File: src/rtl/var_tbl_pkg.sv
// var_tbl_pkg: shared definitions for the variable-table runtime arbiter.
//   - default requester count and table address width
//   - command-stage record carried from the grant to the table port
// The command record is sized for the widest supported configuration
// (32-bit address, 16 requesters). Users take only the low bits they need.
package var_tbl_pkg;

    localparam int VAR_TBL_NUM_REQ    = 4;
    localparam int VAR_TBL_ADDR_W     = 11;
    localparam int VAR_TBL_ADDR_W_MAX = 32;
    localparam int VAR_TBL_ID_W_MAX   = 4;

    typedef struct packed {
        logic                          wr;
        logic [VAR_TBL_ADDR_W_MAX-1:0] addr;
        logic                          data;
        logic [VAR_TBL_ID_W_MAX-1:0]   id;
    } var_tbl_cmd_t;

endpackage

File: src/rtl/rr_picker.sv
// rr_picker: combinational masked round-robin priority select.
//   req_i  : request vector
//   ptr_i  : priority pointer; lowest request at or above it wins,
//            otherwise the search wraps to the lowest request overall
//   gnt_o  : one-hot grant (zero when req_i is zero)
//   idx_o  : index of the granted bit (0 when nothing is granted)
module rr_picker #(
    parameter int N  = 4,
    parameter int IW = (N > 1) ? $clog2(N) : 1
) (
    input  logic [N-1:0]  req_i,
    input  logic [IW-1:0] ptr_i,
    output logic [N-1:0]  gnt_o,
    output logic [IW-1:0] idx_o
);

    logic [N-1:0] masked;

    always_comb begin
        masked = '0;
        for (int i = 0; i < N; i++) begin
            masked[i] = req_i[i] && (i >= int'(ptr_i));
        end
    end

    // Scan high to low so the last hit (the lowest index) wins.
    always_comb begin
        idx_o = '0;
        gnt_o = '0;
        if (|masked) begin
            for (int i = N - 1; i >= 0; i--) begin
                if (masked[i]) idx_o = IW'(i);
            end
        end else begin
            for (int i = N - 1; i >= 0; i--) begin
                if (req_i[i]) idx_o = IW'(i);
            end
        end
        if (|req_i) gnt_o = N'(1) << idx_o;
    end

endmodule

File: src/rtl/variable_table_arbiter.sv
// variable_table_arbiter: shares the single runtime port of the 1-bit
// truth-assignment table between NUM_REQ requesters.
//   clk_i, rst_i            : clock, synchronous active-high reset
//   hold_i                  : freeze new grants while the AXI loader owns the table
//   req_valid_i/req_ready_o : per-requester handshake (ready one-hot or zero)
//   req_wr_i/addr/data      : per-requester command fields
//   tbl_*_o / tbl_data_i    : registered table command, read-first table data
//   rsp_valid_o/rsp_data_o  : one-hot read response two cycles after grant
//   busy_o                  : command or read response still in flight
// Build option: define VAR_ARB_WRITE_PRIORITY_EN to let pending writes
// pre-empt reads (round-robin among writers only).
module variable_table_arbiter
    import var_tbl_pkg::*;
#(
    parameter int NUM_REQ                = VAR_TBL_NUM_REQ,
    parameter int VARIABLE_ADDRESS_WIDTH = VAR_TBL_ADDR_W,
    parameter int REQ_ID_WIDTH           = $clog2(NUM_REQ)
) (
    input  logic                                      clk_i,
    input  logic                                      rst_i,
    input  logic                                      hold_i,
    input  logic [NUM_REQ-1:0]                        req_valid_i,
    output logic [NUM_REQ-1:0]                        req_ready_o,
    input  logic [NUM_REQ-1:0]                        req_wr_i,
    input  logic [NUM_REQ*VARIABLE_ADDRESS_WIDTH-1:0] req_addr_i,
    input  logic [NUM_REQ-1:0]                        req_data_i,
    output logic                                      tbl_en_o,
    output logic                                      tbl_wr_en_o,
    output logic [VARIABLE_ADDRESS_WIDTH-1:0]         tbl_addr_o,
    output logic                                      tbl_data_o,
    input  logic                                      tbl_data_i,
    output logic [NUM_REQ-1:0]                        rsp_valid_o,
    output logic                                      rsp_data_o,
    output logic                                      busy_o
);

    // Stage 1 = command on the table port, stage 2 = read data out of the table.
    localparam int STAGES = 2;

    logic [NUM_REQ-1:0][VARIABLE_ADDRESS_WIDTH-1:0] addr_arr;
    logic [NUM_REQ-1:0]      compete;
    logic [NUM_REQ-1:0]      eligible;
    logic [NUM_REQ-1:0]      gnt;
    logic [REQ_ID_WIDTH-1:0] gnt_idx;
    logic                    grant_any;
    logic                    grant_rd;

    logic [REQ_ID_WIDTH-1:0] ptr_q, ptr_d;
    var_tbl_cmd_t            cmd_q, cmd_d;
    logic                    en_q;
    logic [STAGES:1]         vld_pipe;
    logic [REQ_ID_WIDTH-1:0] rsp_id_q;

    assign addr_arr = req_addr_i;

`ifdef VAR_ARB_WRITE_PRIORITY_EN
    // Any pending write narrows the contest to writers only.
    always_comb begin
        compete = req_valid_i;
        if (|(req_valid_i & req_wr_i)) compete = req_valid_i & req_wr_i;
    end
`else
    assign compete = req_valid_i;
`endif

    // Reset is gated here too so no handshake completes while in reset.
    assign eligible = (rst_i || hold_i) ? '0 : compete;

    rr_picker #(
        .N  (NUM_REQ),
        .IW (REQ_ID_WIDTH)
    ) u_pick (
        .req_i (eligible),
        .ptr_i (ptr_q),
        .gnt_o (gnt),
        .idx_o (gnt_idx)
    );

    assign req_ready_o = gnt;
    assign grant_any   = |gnt;
    assign grant_rd    = grant_any && !req_wr_i[gnt_idx];

    always_comb begin
        ptr_d = ptr_q;
        if (grant_any) begin
            ptr_d = (gnt_idx == REQ_ID_WIDTH'(NUM_REQ - 1)) ? '0
                                                             : gnt_idx + REQ_ID_WIDTH'(1);
        end
    end

    // Idle cycles drop the write enable but keep address and data stable.
    always_comb begin
        cmd_d    = cmd_q;
        cmd_d.wr = 1'b0;
        if (grant_any) begin
            cmd_d.wr   = req_wr_i[gnt_idx];
            cmd_d.addr = VAR_TBL_ADDR_W_MAX'(addr_arr[gnt_idx]);
            cmd_d.data = req_data_i[gnt_idx];
            cmd_d.id   = VAR_TBL_ID_W_MAX'(gnt_idx);
        end
    end

    always_ff @(posedge clk_i) begin
        if (rst_i) begin
            ptr_q    <= '0;
            cmd_q    <= '0;
            en_q     <= 1'b0;
            vld_pipe <= '0;
            rsp_id_q <= '0;
        end else begin
            ptr_q       <= ptr_d;
            cmd_q       <= cmd_d;
            en_q        <= grant_any;
            vld_pipe[1] <= grant_rd;
            vld_pipe[2] <= vld_pipe[1];
            rsp_id_q    <= cmd_q.id[REQ_ID_WIDTH-1:0];
        end
    end

    assign tbl_en_o    = en_q;
    assign tbl_wr_en_o = cmd_q.wr;
    assign tbl_addr_o  = cmd_q.addr[VARIABLE_ADDRESS_WIDTH-1:0];
    assign tbl_data_o  = cmd_q.data;

    for (genvar k = 0; k < NUM_REQ; k++) begin : g_rsp
        assign rsp_valid_o[k] = vld_pipe[STAGES] && (rsp_id_q == REQ_ID_WIDTH'(k));
    end

    // The table registers its read data, so it already lines up with stage 2.
    assign rsp_data_o = tbl_data_i;
    assign busy_o     = en_q | (|vld_pipe);

    // Upper record bits exist only for wider configurations.
    logic unused_cmd_bits;
    assign unused_cmd_bits = ^{cmd_q.addr, cmd_q.id};

endmodule

File: config.mk
export PLATFORM = sky130hd
export DESIGN_NAME = variable_table_arbiter
export DESIGN_NICKNAME = d
export VERILOG_FILES = /design/src/rtl/var_tbl_pkg.sv /design/src/rtl/rr_picker.sv /design/src/rtl/variable_table_arbiter.sv
export SDC_FILE = /design/constraint.sdc
export NUM_CORES = 1
export LEC_CHECK = 0
export CORE_MARGIN = 8
export CORE_UTILIZATION = 33
export DETAILED_ROUTE_END_ITERATION = 12
export PLACE_DENSITY = 0.76
export REMOVE_ABC_BUFFERS = 1
export SLEW_MARGIN = 20
export SYNTH_ARGS = -nofsm -noshare
export SYNTH_HDL_FRONTEND = slang
export SYNTH_SLANG_ARGS = --single-unit
File: constraint.sdc
create_clock -name clk_i -period 2.6 [get_ports clk_i]
set_input_delay 0.52 -clock clk_i [delete_from_list [all_inputs] [get_ports clk_i]]
set_output_delay 0.52 -clock clk_i [all_outputs]
set_load 0.01 [all_outputs]
==> out/metrics.yaml <==
status: "finished, final reports clean"
vdd_drop_max_mv: 0.268
critical_path_required_ps: 2080
async_flop_share: 0
finalCritPeriodShare: 0.973
layout_commonest_cell: "clkdlybuf4s50_1"
multi_input_area_sq_um: 798
drt-vias-per-instance: 5.09
p_seq_frac: 0.359
fin_total_pwr_uw: 1100
initial_core_util: 0.340
track_usage: 0.148
syn2layout_area_growth_pct: 81.7
yosysUniqueCellTypes: 40
cp_cell_sequence: "dlygate4sd2_1 -> or2_4 -> o2111ai_4 -> o31ai_4 -> buf_4 -> buf_8 -> and3_1 -> dlygate4sd2_1"
wl_per_cell_um: 16.2
fin_area_sq_um: 2430
rows: 23
htreeDepth: 1
min_period_ps: 2530
power.internal_uw: 813
holdWs_ps: 470
reg2reg_slack_ps: 330
firstDrtPassIters: 4
finalSetupViolCount: 0
worst-path-max-fanout: 3
seqCellArea_sq_um: 440
nNetsFinal: 306
antenna_found_initial: 0
cts_buffer_depth: 2
portBuffers: 81
finalHoldViolations: 0
p_sw_frac: 0.259
fmax_ghz: 0.395
die_area_sq_um: 6350
ys_seq_area_frac: 0.329
drt-total-wl_um: 4770
grt_pass1_wl_um: 7530
p_sw_uw: 284
drive_above_1_share: 0.209
crit_path_max_incr_delay_ps: 280
place_area_sq_um: 2280
setup.worst_path.end_class: "output pin"
diodes: 0
fp.coreArea_sq_um: 3940
grt_pass1_vias: 1604
powerDensity_nw_per_um2: 451
grt.overflow.total: 0
clock_latency_ps: 270
gp_congestion: 0.871
synthFlopType: "dfxtp_1"
cts_tree: "built"
dp_hpwl_um: 3760
fin_skew_ps: 1.56
clockRootBuffer: "clkbuf_8"
fillCellCount: 342
path_clk_slew_ps: 80
drt_iter0_markers: 51
avgSynthCellArea_sq_um: 8.87
slew_violations: 0
ios: 84
die_h_um: 79.7
synth_area_sq_um: 1340
cp_top_family: "buffers and inverters"
start_kind: "input port"
grt_max_degree: 17
clkPwrFrac: 0.294
netlist_instances: 151
antenna_left: 0
cts_inserted_buffers: 3
final_cell_mix: "clkdlybuf4s50_1 (73), buf_4 (28), dfxtp_1 (22)"
clock_sinks: 22
crit_type: "in -> out"
synth_edf_count: 0
pwr-share-comb: 0.347
cp_num_buf_inv: 4
ys_seq_elements: 22
vias: 1496
hp-class: "reg -> reg"
slowest_stage: "dlygate4sd2_1"
drv_cap: 0
p_leak_uw: 0.000963
tightestPinTransition_ps: 359
crit_path_frequent_cell: "dlygate4sd2_1"
cp.arrival_ps: 2010
ys_warn_count: 0
die_x_um: 79.7
relSlewSlack: 0.761
rsz0062_at_grt: "no"
drc: 0
==> state kept, by name, indices dropped and copies added (netlist names) <==
signal       flops
tbl_wr_en_o      1
tbl_addr_o      11
cmd_q            2
rsp_id_q         2
tbl_data_o       1
ptr_q            2
tbl_en_o         1
vld_pipe         2
==> power by group through the flow <==
| stage | combinational, uW | sequential (uW) | clock [uW] |
|---|---|---|---|
| after floorplan | 128 | 409 | 0 |
| after global placement | 358 | 399 | 0 |
| after detailed placement | 360 | 400 | 0 |
| after CTS | 377 | 393 | 328 |
| after global routing | 410 | 397 | 339 |
| final | 381 | 393 | 323 |
==> synthesized netlist by cell type, types with 3 or more instances <==
cell type  count  area share
dfxtp_1       22        0.33
o22ai_1       15       0.070
nor2_1        14       0.039
buf_4         12       0.067
mux2i_1       12       0.090
nand2b_1       8       0.037
o32ai_1        8       0.052
buf_2          7       0.026
inv_1          4       0.011
nor2b_1        4       0.019
and3_1         3       0.014
nand2_1        3      0.0084
==> per-layer routing <==
metal | track usage | wire (um) | vias up
met3 | 0.0507 | 390 | 4
met2 | 0.266 | 2480 | 61
met4 | 0.0389 | 26 | 0
met5 | 0 | 0 | -
met1 | 0.159 | 1880 | 694
li1 | - | - | 737
==> final timing paths <==
check	end	from	depth (start not counted)
worst min register to register	rsp_id_q[1]	cmd_q[1]	1
worst min-delay path	rsp_id_q[1]	cmd_q[1]	1
worst max register to register	tbl_addr_o[9]	ptr_q[1]	11
worst max-delay path	req_ready_o[3]	req_valid_i[3]	8
==> repair_timing <==
item / in CTS / in global routing
hold buffers: 0 / 0
resized for setup: 21 / 4
endpoints found under the setup margin: 11 / 8
pin swaps: 2 / 0
setup buffers: 2 / 0
==> layout make-up <==
cell class              count  share of cell area
clock buffers               3              0.0170
clock inverters             1              0.0123
inverters                   5             0.00772
multi-input cells         102               0.328
flip-flops and latches     22               0.181
well taps                  50              0.0257
repair buffers            111               0.428
==> cell families after synthesis <==
logic type | synth area share
muxes | 0.107
DFF | 0.329
and+or+nand+nor | 0.206
adders and majority gates | 0.00934
AOI/OAI and AO/OA | 0.225
buffers and inverters | 0.124
==> through the flow <==
step	setup WS (ps)	util	setup TNS, ps	instances
finish	69.5	0.617	0	294
CTS	62.1	0.613	0	294
detailed placement	-485	0.579	-6710	288
floorplan	-239	-	-1250	129
global route	10.3	0.617	0	294
global placement	-434	0.579	-5870	288
Power figures use the tool's default switching activity.
